## config.mk

```make
export PLATFORM = sky130hd
export DESIGN_NAME = video_fpga_top
export DESIGN_NICKNAME = d
export VERILOG_FILES = /design/src/rtl/video_fpga_top.sv
export SDC_FILE = /design/constraint.sdc
export NUM_CORES = 1
export LEC_CHECK = 0
export CAP_MARGIN = 20
export CORE_MARGIN = 2
export CORE_UTILIZATION = 45
export CTS_CLUSTER_DIAMETER = 120
export DETAILED_ROUTE_END_ITERATION = 7
export PLACE_DENSITY = 0.73
export SYNTH_ARGS = -nofsm -noshare
export SYNTH_HDL_FRONTEND = slang
export SYNTH_SLANG_ARGS = --single-unit
```

## constraint.sdc

```tcl
create_clock -name fpga_CLK -period 2.55 [get_ports fpga_CLK]
set_clock_uncertainty 0.2 [all_clocks]
set_input_delay 0.51 -clock fpga_CLK [delete_from_list [all_inputs] [get_ports fpga_CLK]]
set_output_delay 0.51 -clock fpga_CLK [all_outputs]
set_load 0.01 [all_outputs]
```

## src/rtl/video_fpga_top.sv

```systemverilog
// Raster timing + grid test pattern (COLOR_BARS_EN selects colour bars), status LEDs, aux-clock select.
// Latency: VGA outputs registered 1 clk after (h,v); free-running, no backpressure.
module video_fpga_top #(
    parameter int HDISP     = 800,
    parameter int VDISP     = 480,
    parameter int HFP       = 40,
    parameter int HPULSE    = 48,
    parameter int HBP       = 40,
    parameter int VFP       = 13,
    parameter int VPULSE    = 3,
    parameter int VBP       = 29,
    parameter int BLINK_DIV = 25000000
) (
    input  logic       fpga_CLK,
    input  logic       fpga_RST,
    input  logic       fpga_SW0,
    input  logic       fpga_SW1,
    output logic       fpga_LEDR0,
    output logic       fpga_LEDR1,
    output logic       fpga_LEDR2,
    output logic       fpga_LEDR3,
    output logic       fpga_SEL_CLK_AUX,
    output logic       VGA_CLK,
    output logic       VGA_HS,
    output logic       VGA_VS,
    output logic       VGA_BLANK,
    output logic       VGA_SYNC,
    output logic [7:0] VGA_R,
    output logic [7:0] VGA_G,
    output logic [7:0] VGA_B
);

    localparam int HTOT = HDISP + HFP + HPULSE + HBP;
    localparam int VTOT = VDISP + VFP + VPULSE + VBP;
    localparam int HW   = $clog2(HTOT);
    localparam int VW   = $clog2(VTOT);
    localparam int DW   = (BLINK_DIV > 1) ? $clog2(BLINK_DIV) : 1;

    localparam logic [HW-1:0] H_LAST   = HW'(HTOT - 1);
    localparam logic [HW-1:0] H_VIS    = HW'(HDISP);
    localparam logic [HW-1:0] H_SYNC_S = HW'(HDISP + HFP);
    localparam logic [HW-1:0] H_SYNC_E = HW'(HDISP + HFP + HPULSE);
    localparam logic [VW-1:0] V_LAST   = VW'(VTOT - 1);
    localparam logic [VW-1:0] V_VIS    = VW'(VDISP);
    localparam logic [VW-1:0] V_SYNC_S = VW'(VDISP + VFP);
    localparam logic [VW-1:0] V_SYNC_E = VW'(VDISP + VFP + VPULSE);
    localparam logic [DW-1:0] DIV_LAST = DW'(BLINK_DIV - 1);

    logic [HW-1:0] h_q, h_d;
    logic [VW-1:0] v_q, v_d;
    logic [DW-1:0] div_q, div_d;
    logic          hs_q, hs_d, vs_q, vs_d, blank_q, blank_d;
    logic [23:0]   rgb_q, rgb_d;
    logic          led0_q, led0_d, led2_q, led2_d, led3_q, led3_d;
    logic [1:0]    sw0_q, sw0_d, sw1_q, sw1_d;
    logic          visible;
`ifdef COLOR_BARS_EN
    logic [HW+2:0] h8;
    logic [2:0]    bar;
`endif

    always_comb begin
        h_d    = h_q + HW'(1);
        v_d    = v_q;
        led3_d = led3_q;
        if (h_q == H_LAST) begin
            h_d = '0;
            if (v_q == V_LAST) begin
                v_d    = '0;
                led3_d = ~led3_q;
            end else begin
                v_d = v_q + VW'(1);
            end
        end

        visible = (h_q < H_VIS) && (v_q < V_VIS);
        hs_d    = !((h_q >= H_SYNC_S) && (h_q < H_SYNC_E));
        vs_d    = !((v_q >= V_SYNC_S) && (v_q < V_SYNC_E));
        blank_d = visible;
        rgb_d   = '0;
`ifdef COLOR_BARS_EN
        // bar index = floor(h*8/HDISP), found by threshold compare instead of a divider
        h8  = {h_q, 3'b000};
        bar = '0;
        for (int k = 1; k < 8; k++) begin
            if (h8 >= (HW+3)'(k * HDISP)) bar = 3'(k);
        end
        if (visible) rgb_d = {{8{bar[2]}}, {8{bar[1]}}, {8{bar[0]}}};
`else
        if (visible && ((h_q[3:0] == 4'd0) || (v_q[3:0] == 4'd0))) rgb_d = '1;
`endif

        div_d  = div_q + DW'(1);
        led0_d = led0_q;
        if (div_q == DIV_LAST) begin
            div_d  = '0;
            led0_d = ~led0_q;
        end
        led2_d = 1'b1;
        sw0_d  = {sw0_q[0], fpga_SW0};
        sw1_d  = {sw1_q[0], fpga_SW1};
    end

    always_ff @(posedge fpga_CLK or posedge fpga_RST) begin
        if (fpga_RST) begin
            h_q     <= '0;
            v_q     <= '0;
            div_q   <= '0;
            hs_q    <= 1'b1;
            vs_q    <= 1'b1;
            blank_q <= 1'b0;
            rgb_q   <= '0;
            led0_q  <= 1'b0;
            led2_q  <= 1'b0;
            led3_q  <= 1'b0;
            sw0_q   <= '0;
            sw1_q   <= '0;
        end else begin
            h_q     <= h_d;
            v_q     <= v_d;
            div_q   <= div_d;
            hs_q    <= hs_d;
            vs_q    <= vs_d;
            blank_q <= blank_d;
            rgb_q   <= rgb_d;
            led0_q  <= led0_d;
            led2_q  <= led2_d;
            led3_q  <= led3_d;
            sw0_q   <= sw0_d;
            sw1_q   <= sw1_d;
        end
    end

    assign fpga_LEDR0       = led0_q;
    assign fpga_LEDR1       = sw0_q[1];
    assign fpga_LEDR2       = led2_q;
    assign fpga_LEDR3       = led3_q;
    assign fpga_SEL_CLK_AUX = sw1_q[1];
    assign VGA_CLK          = ~fpga_CLK;
    assign VGA_HS           = hs_q;
    assign VGA_VS           = vs_q;
    assign VGA_BLANK        = blank_q;
    assign VGA_SYNC         = 1'b0;
    assign VGA_R            = rgb_q[23:16];
    assign VGA_G            = rgb_q[15:8];
    assign VGA_B            = rgb_q[7:0];

endmodule

```

Yosys cells after proc, flatten, opt, wreduce, memory -nomap -nowiden

Index checks and enable logic that the tools add are counted.

$add $sub $neg: 3
Reductions and logical operators: 10
Bitwise gates (word level): 3
$lt $le $gt $ge: 6
Mux-type cells: 4
Equality and inequality tests: 3

Operators by type and width:

| cell                    | number |
|---|---|
| $add A25 B1 Y25 const B | 1 |
| $eq A25 B25 Y1 const B  | 1 |
| $mux W25                | 1 |
| $mux W24                | 1 |
| $add A10 B1 Y10 const B | 2 |
| $eq A10 B10 Y1 const B  | 2 |
| $lt A10 B10 Y1 const B  | 2 |
| $lt A10 B9 Y1 const B   | 2 |
| $mux W10                | 2 |
| $ge A10 B10 Y1 const B  | 1 |
| $ge A10 B9 Y1 const B   | 1 |
| $logic_not A4 Y1        | 2 |
| $logic_and A1 B1 Y1     | 4 |
| $not A1 Y1              | 3 |
| $logic_not A1 Y1        | 2 |
| $reduce_and A2 Y1       | 1 |
| $logic_or A1 B1 Y1      | 1 |

Input bits: 4
Flip-flop bits (word level): 79
Output and inout port bits: 34

Longest topological paths before layout

Depth after elaboration: 4
Gate-level depth with buffers: 6
Gate-level depth less buffers: 6

==> metrics.csv <==
metric;value;unit
grt_pass1_vias;2002;
cts_tree;done;
nets;310;
dp_hpwl;3572;um
cap_viol_max_count;0;
row_count;29;
die_w;83.85;um
p_leak;0.001428;uW
ant_nets;0;
critPathKind;clk -> out;
grt_pass1_wl;9087;um
slowest_stage;clkdlybuf4s15_2;
io_buffers;36;
fin_util;53.53;%
synth_ff_type;dfrtp_1;
async_reset_ff_share;100.0;%
root_buffer;clkbuf_8;
yosysUniqueCellTypes;42;
synth-edff-count;0;
vias_per_cell;5.270;
synthesis.nets;293;
relSlewSlack;58.03;%
syn_area_per_cell;10.14;sq um
area_growth;16.44;%
crit_chain;clkbuf_8, inv_1, clkdlybuf4s15_2;
clk_latency;0.37;ns
synth.top_cells.by_area;dfrtp_1 47%, buf_4 6.3%, xor2_1 5.2%, xnor2_1 3.4%, nand3_1 3.1%;
fill_cells;565;
io_pins;38;
core;0.006241;sq mm
critPathArrivalTime;1.72;ns
peakVddDrop;285.1;uV
syn_area;0.002869;sq mm
wl_per_cell;13.84;um
gp_congestion;0.7876;
min_from;sw0_q[0];
status;completed;
hp-class;reg -> reg;
yosys.area.top_type;dfrtp_1;
endpoint_kind;output pin;
num_antenna_cells;0;
synthCells;283;
r2r_end;v_q[4];
critPathMaxFanout;15;
reg2reg_depth;4;
finalHoldViolations;0;
rsz0062_at_grt;false;
clock_path_buffers;2;
power.total;1832;uW
ys_seq_area_share;48.93;%
die_area;0.007030;sq mm
ys_ff_latch;56;
drc;0;
setup-violations-final;0;
grt_max_degree;57;
track_usage;16.67;%
cts_htree_levels;3;
numCtsBuffers;9;
cp-start-kind;clock port;
overflow;0;
required;1.84;ns
holdBufCountCts;0;
power_density;548.3;mW/mm^2
num_vias;2013;
firstDrtPassIters;4;
antenna_found_initial;0;
drive_above_1_share;8.525;%
drt_iter0_drc;71;
setup_tns;0;ns
reg2reg_slack;0.29;ns
slew_viol_final;0;
reg2reg_from;h_q[0];
final_cell_count_no_fill;382;
synth_top_area_share;47.10;%
synth_warnings;0;
crit_buf_inv;3;
routed_wl;5286;um
dp.cells;367;
cts.clk_slew.worst_paths;0.07;ns
worstMarginPinSlew;0.6238;ns
cpPeakStageDelay;0.21;ns
min_to;sw0_q[1];
hold_depth;0;
start_util;45.97;%
die_y;83.85;um
crit_family;buffers and inverters;
-- layout make-up --
class                      instances  area, sq um  area share, %
sequential                        56         1405          42.06
clock buffer                      10        125.1          3.745
multi-input combinational        184         1201          35.96
clock inverter                     7        86.33          2.584
timing repair buffer              39        392.9          11.76
inverter                           9        33.78          1.011
tap                               77        96.34          2.884
-- cells in the mapped netlist, drive strengths merged, types with 2 or more instances --
master / count
a21o: 2
a21oi: 10
and2: 6
and3: 5
and4: 7
buf: 28
clkbuf: 5
conb: 2
dfrtp: 54
dfstp: 2
ha: 6
inv: 10
mux2i: 2
nand2: 17
nand3: 18
nand4: 13
nand4b: 2
nand4bb: 2
nor2: 22
nor3: 8
nor4: 3
nor4b: 3
o21ai: 5
o22a: 2
o31ai: 4
or3: 3
or4: 5
xnor2: 11
xor2: 17
-- cells in the final DEF, fill, tap and decap left out, types with 4 or more instances in the layout --
master           Yosys  layout
nand4_1             13      13
nand3_1             18      18
nand2_1             17      17
a21oi_1             10      10
o31ai_1              4       4
ha_1                 6       6
dfrtp_1             54      53
and3_1               5       5
xnor2_1             11      11
xor2_1              17      17
and4_1               7       7
o21ai_0              5       5
and2_1               6       6
clkbuf_8             0       8
nor2_1              22      22
or4_1                5       5
inv_1               10       9
nor3_1               8       8
clkdlybuf4s50_1      0      35
-- routing by layer --
| layer | track usage (%) | routed length, um | part of all wire [%] | vias to the layer above |
|---|---|---|---|---|
| li1 | - | - | - | 998 |
| met1 | 22.06 | 2482 | 47 | 963 |
| met2 | 29.38 | 2516 | 48 | 40 |
| met3 | 1.879 | 166 | 3.1 | 12 |
| met4 | 3.959 | 121 | 2.3 | 0 |
| met5 | 0 | 0 | 0 | - |
-- logic make-up after synthesis --
kind of cell | count (synthesis) | share of synthesized area, %
xor+xnor | 28 | 8.548
flops | 56 | 48.93
mux | 3 | 1.090
compound gates | 28 | 6.106
simple gates | 117 | 23.25
fa+ha+maj | 6 | 2.617
other cells | 2 | 0.2618
buf+inv | 43 | 9.201
-- sequential cells by signal, summed over array words and instances, names as in the netlist --
signal	cells
sw0_q	2
VGA_BLANK	1
rgb_q	1
h_q	10
sw1_q	2
fpga_LEDR2	1
v_q	10
fpga_LEDR3	1
VGA_VS	1
VGA_HS	1
div_q	25
fpga_LEDR0	1
-- where the power goes --
part / switching, uW / internal (uW) / total [uW] / leakage, uW
Combinational: 20.0 / 11.4 / 31.4 / 0.000599
Sequential: 1.00 / 892 / 893 / 0.000724
Clock: 375 / 533 / 907 / 0.000105
-- stage by stage --
step	hold slack [ns]	cell area [sq um]	worst slack, ns
finish	0.1516	3341	0.1170
floorplan	0.1312	2869	0.4715
CTS	0.1546	3339	0.06362
detailed placement	0.1385	3142	0.02395
global placement	0.1333	3142	0.02395
global route	0.1568	3341	0.05629
-- worst max path at each step --
stage / endpoint / startpoint / cells after the start
global placement: VGA_CLK / fpga_CLK / 2
CTS: VGA_B[7] / rgb_q[22] / 1
detailed placement: VGA_CLK / fpga_CLK / 2
global route: fpga_LEDR3 / v_q[0] / 6
finish: VGA_CLK / fpga_CLK / 3
floorplan: VGA_BLANK / fpga_RST / 1
-- repair_timing --
| item | in CTS | in global routing |
|---|---|---|
| setup endpoints to repair | 1 | 24 |
| cloned | 0 | 0 |
| gates resized for setup | 3 | 1 |
| buffers inserted | 0 | 0 |
| hold endpoints to repair | 0 | 0 |
-- worst reg2reg max path, stage by stage (launching register included) --
cell,delay [ns]
dfrtp_1,0.40
ha_1,0.21
nand3_1,0.17
nor4_1,0.61
mux2_2,0.40
Note: power is estimated with default switching activity, not from simulation.
==> RTL change (same settings) <==
Add a define of `COLOR_BARS_EN`.
--- a/src/rtl/video_fpga_top.sv
+++ b/src/rtl/video_fpga_top.sv
@@ -1,5 +1,7 @@
 // Raster timing + grid test pattern (COLOR_BARS_EN selects colour bars), status LEDs, aux-clock select.
 // Latency: VGA outputs registered 1 clk after (h,v); free-running, no backpressure.
+`define COLOR_BARS_EN
+
 module video_fpga_top #(
     parameter int HDISP     = 800,
     parameter int VDISP     = 480,
Formal check against the unedited RTL: not equivalent (a bounded check fails within 4 cycles, from zero or initial values and one cycle with fpga_RST high).
==> RTL change against the unedited design <==
Die area rose by 8.5%; synthesized area rose by 8.9%; wire length rose by 13%; combinational power rose by 9.9%; critical path type unchanged; cell area rose by 7.1%; sequential cell count rose by 2; total power fell by 5.5%; largest cell class unchanged; critical endpoint unchanged; critical path depth did not move; worst setup slack got worse by 0.0015 ns.
==> RTL change: results (changes against the unedited design) <==
* Synthesized Nets at 319 (+8.9%)
* WL met2 at 2.88 mm (+14%)
* Global Route Usage Sum at 17.8% (+1.1 points)
* Worst hold path startpoint: sw1_q[0]
* Synth unique cells at 59 (+40%)
* Status: complete, no violations
* Leak Pwr at 1.51 nW (+5.7%)
* Grt met2 use at 30.0% (+0.58 points)
* Maximum vdd drop at 0.290 mV (+1.7%)
* Compound-Gate Fraction of Synth Area at 8.85% (+2.7 points)
* Area delta synth->final at 14.5%
* Post-synth top cells: dfrtp_1 (56), buf_4 (24), nand2_1 (19), nand3_1 (19), nor2_1 (19)
* Final RePlAce weighted congestion at 0.837 (+6.3%)
* Synth Area in XOR/XNOR at 6.73% (-1.8 points)
* RR Startpoint: div_q[0]
* Reg2Reg Capture Point: div_q[24]
* Post-Route WL at 5.96 mm (+13%)
* Largest net degree at the start of global routing at 23 (-60%)
* R2R depth at 5 (+1)
* Top cells by area in the synthesized netlist: dfrtp_1 (45%), buf_4 (5.8%), xnor2_1 (3.9%)
* R2r setup slk at 0.23 ns (-0.06 ns)
* Nets at 337 (+8.7%)
* Placed insts at 397 (+8.2%)
* Synth Area per Inst at 10.1 sq um (-0.23%)
* DR WL met3 at 280 um (+69%)
* Fillers at 583 (+3.2%)
* Reg clk slew, reported paths at 0.14 ns (+0.07 ns)
* Layout cell share with drive strength beyond 1 at 13.3% (+4.7 points)
* Post-DR wirelength/cell at 14.5 um (+4.6%)
* Clock group total power at 772 uW (-15%)
* Crit path DAT at 1.72 ns (about the same)
* Crit-path max FO at 16 (+1)
* Met3 GRT Util at 2.27% (+0.40 points)
* Max clock buf depth at 2 (unchanged)
* First-pass GRT wire length at 10.4 mm (+14%)
* Internal power at 1.35 mW (-5.8%)
* DRT iter0 DRCs at 179 (+150%)
* Worst Setup SP: fpga_CLK
* Met1 GRT Util at 24.5% (+2.4 points)
* Vias/cell at 5.54 (+5.1%)
* Number of global-route vias before repair at 2200 (+9.9%)
* Met1 WL at 2.78 mm (+12%)
* Combinational power at 34.5 uW (+9.9%)
==> RTL change: cell count changes in the layout (fill, tap and decap cells not counted), moves of 4 or more <==
cell     delta
and2_1      -5
and4_1      -6
nor3_1      +4
o21ai_0     +8
xor2_1      -7
==> RTL change: timing repair <==
action | 4_1_cts | 5_1_grt
gates resized for setup | 3 | 0
endpoints found under the setup margin | 1 | 0
hold endpoints to repair | 0 | 0
==> RTL change: metrics by stage <==
| step | hold slack, ns | cell area, sq um | worst slack, ns | utilization, % | total power, mW |
|---|---|---|---|---|---|
| final | 0.169 | 3580 | 0.115 | 53.0 | 1.73 |
| after global routing | 0.181 | 3580 | 0.0411 | 53.0 | 1.80 |
| after floorplan | 0.131 | 3130 | 0.415 | - | 0.974 |
| after detailed placement | 0.142 | 3410 | 0.0240 | 50.4 | 1.02 |
| after CTS | 0.174 | 3580 | 0.102 | 53.0 | 1.75 |
| after global placement | 0.134 | 3410 | 0.0240 | 50.4 | 1.02 |
==> RTL change: worst min-delay path by stage <==
stage | to | slack, ns | depth (start not counted)
global route | sw1_q[1] | 0.18 | 0
CTS | sw1_q[1] | 0.17 | 0
floorplan | sw0_q[1] | 0.13 | 0
global placement | sw0_q[1] | 0.13 | 0
detailed placement | sw1_q[1] | 0.14 | 0
finish | sw1_q[1] | 0.17 | 0
==> RTL change: final cells by class <==
| class | instances | share of cell area (%) |
|---|---|---|
| timing repair buffer | 42 | 11.6 |
| clock inverter | 4 | 0.490 |
| sequential | 58 | 40.6 |
| clock buffer | 13 | 4.65 |
| multi-input combinational | 206 | 38.9 |
| tap | 80 | 2.80 |
| inverter | 9 | 0.944 |
==> RTL change: critical path, cell delays in order <==
cell	delay, ns
clkbuf_8	0.17
inv_1	0.06
clkdlybuf4s15_2	0.21
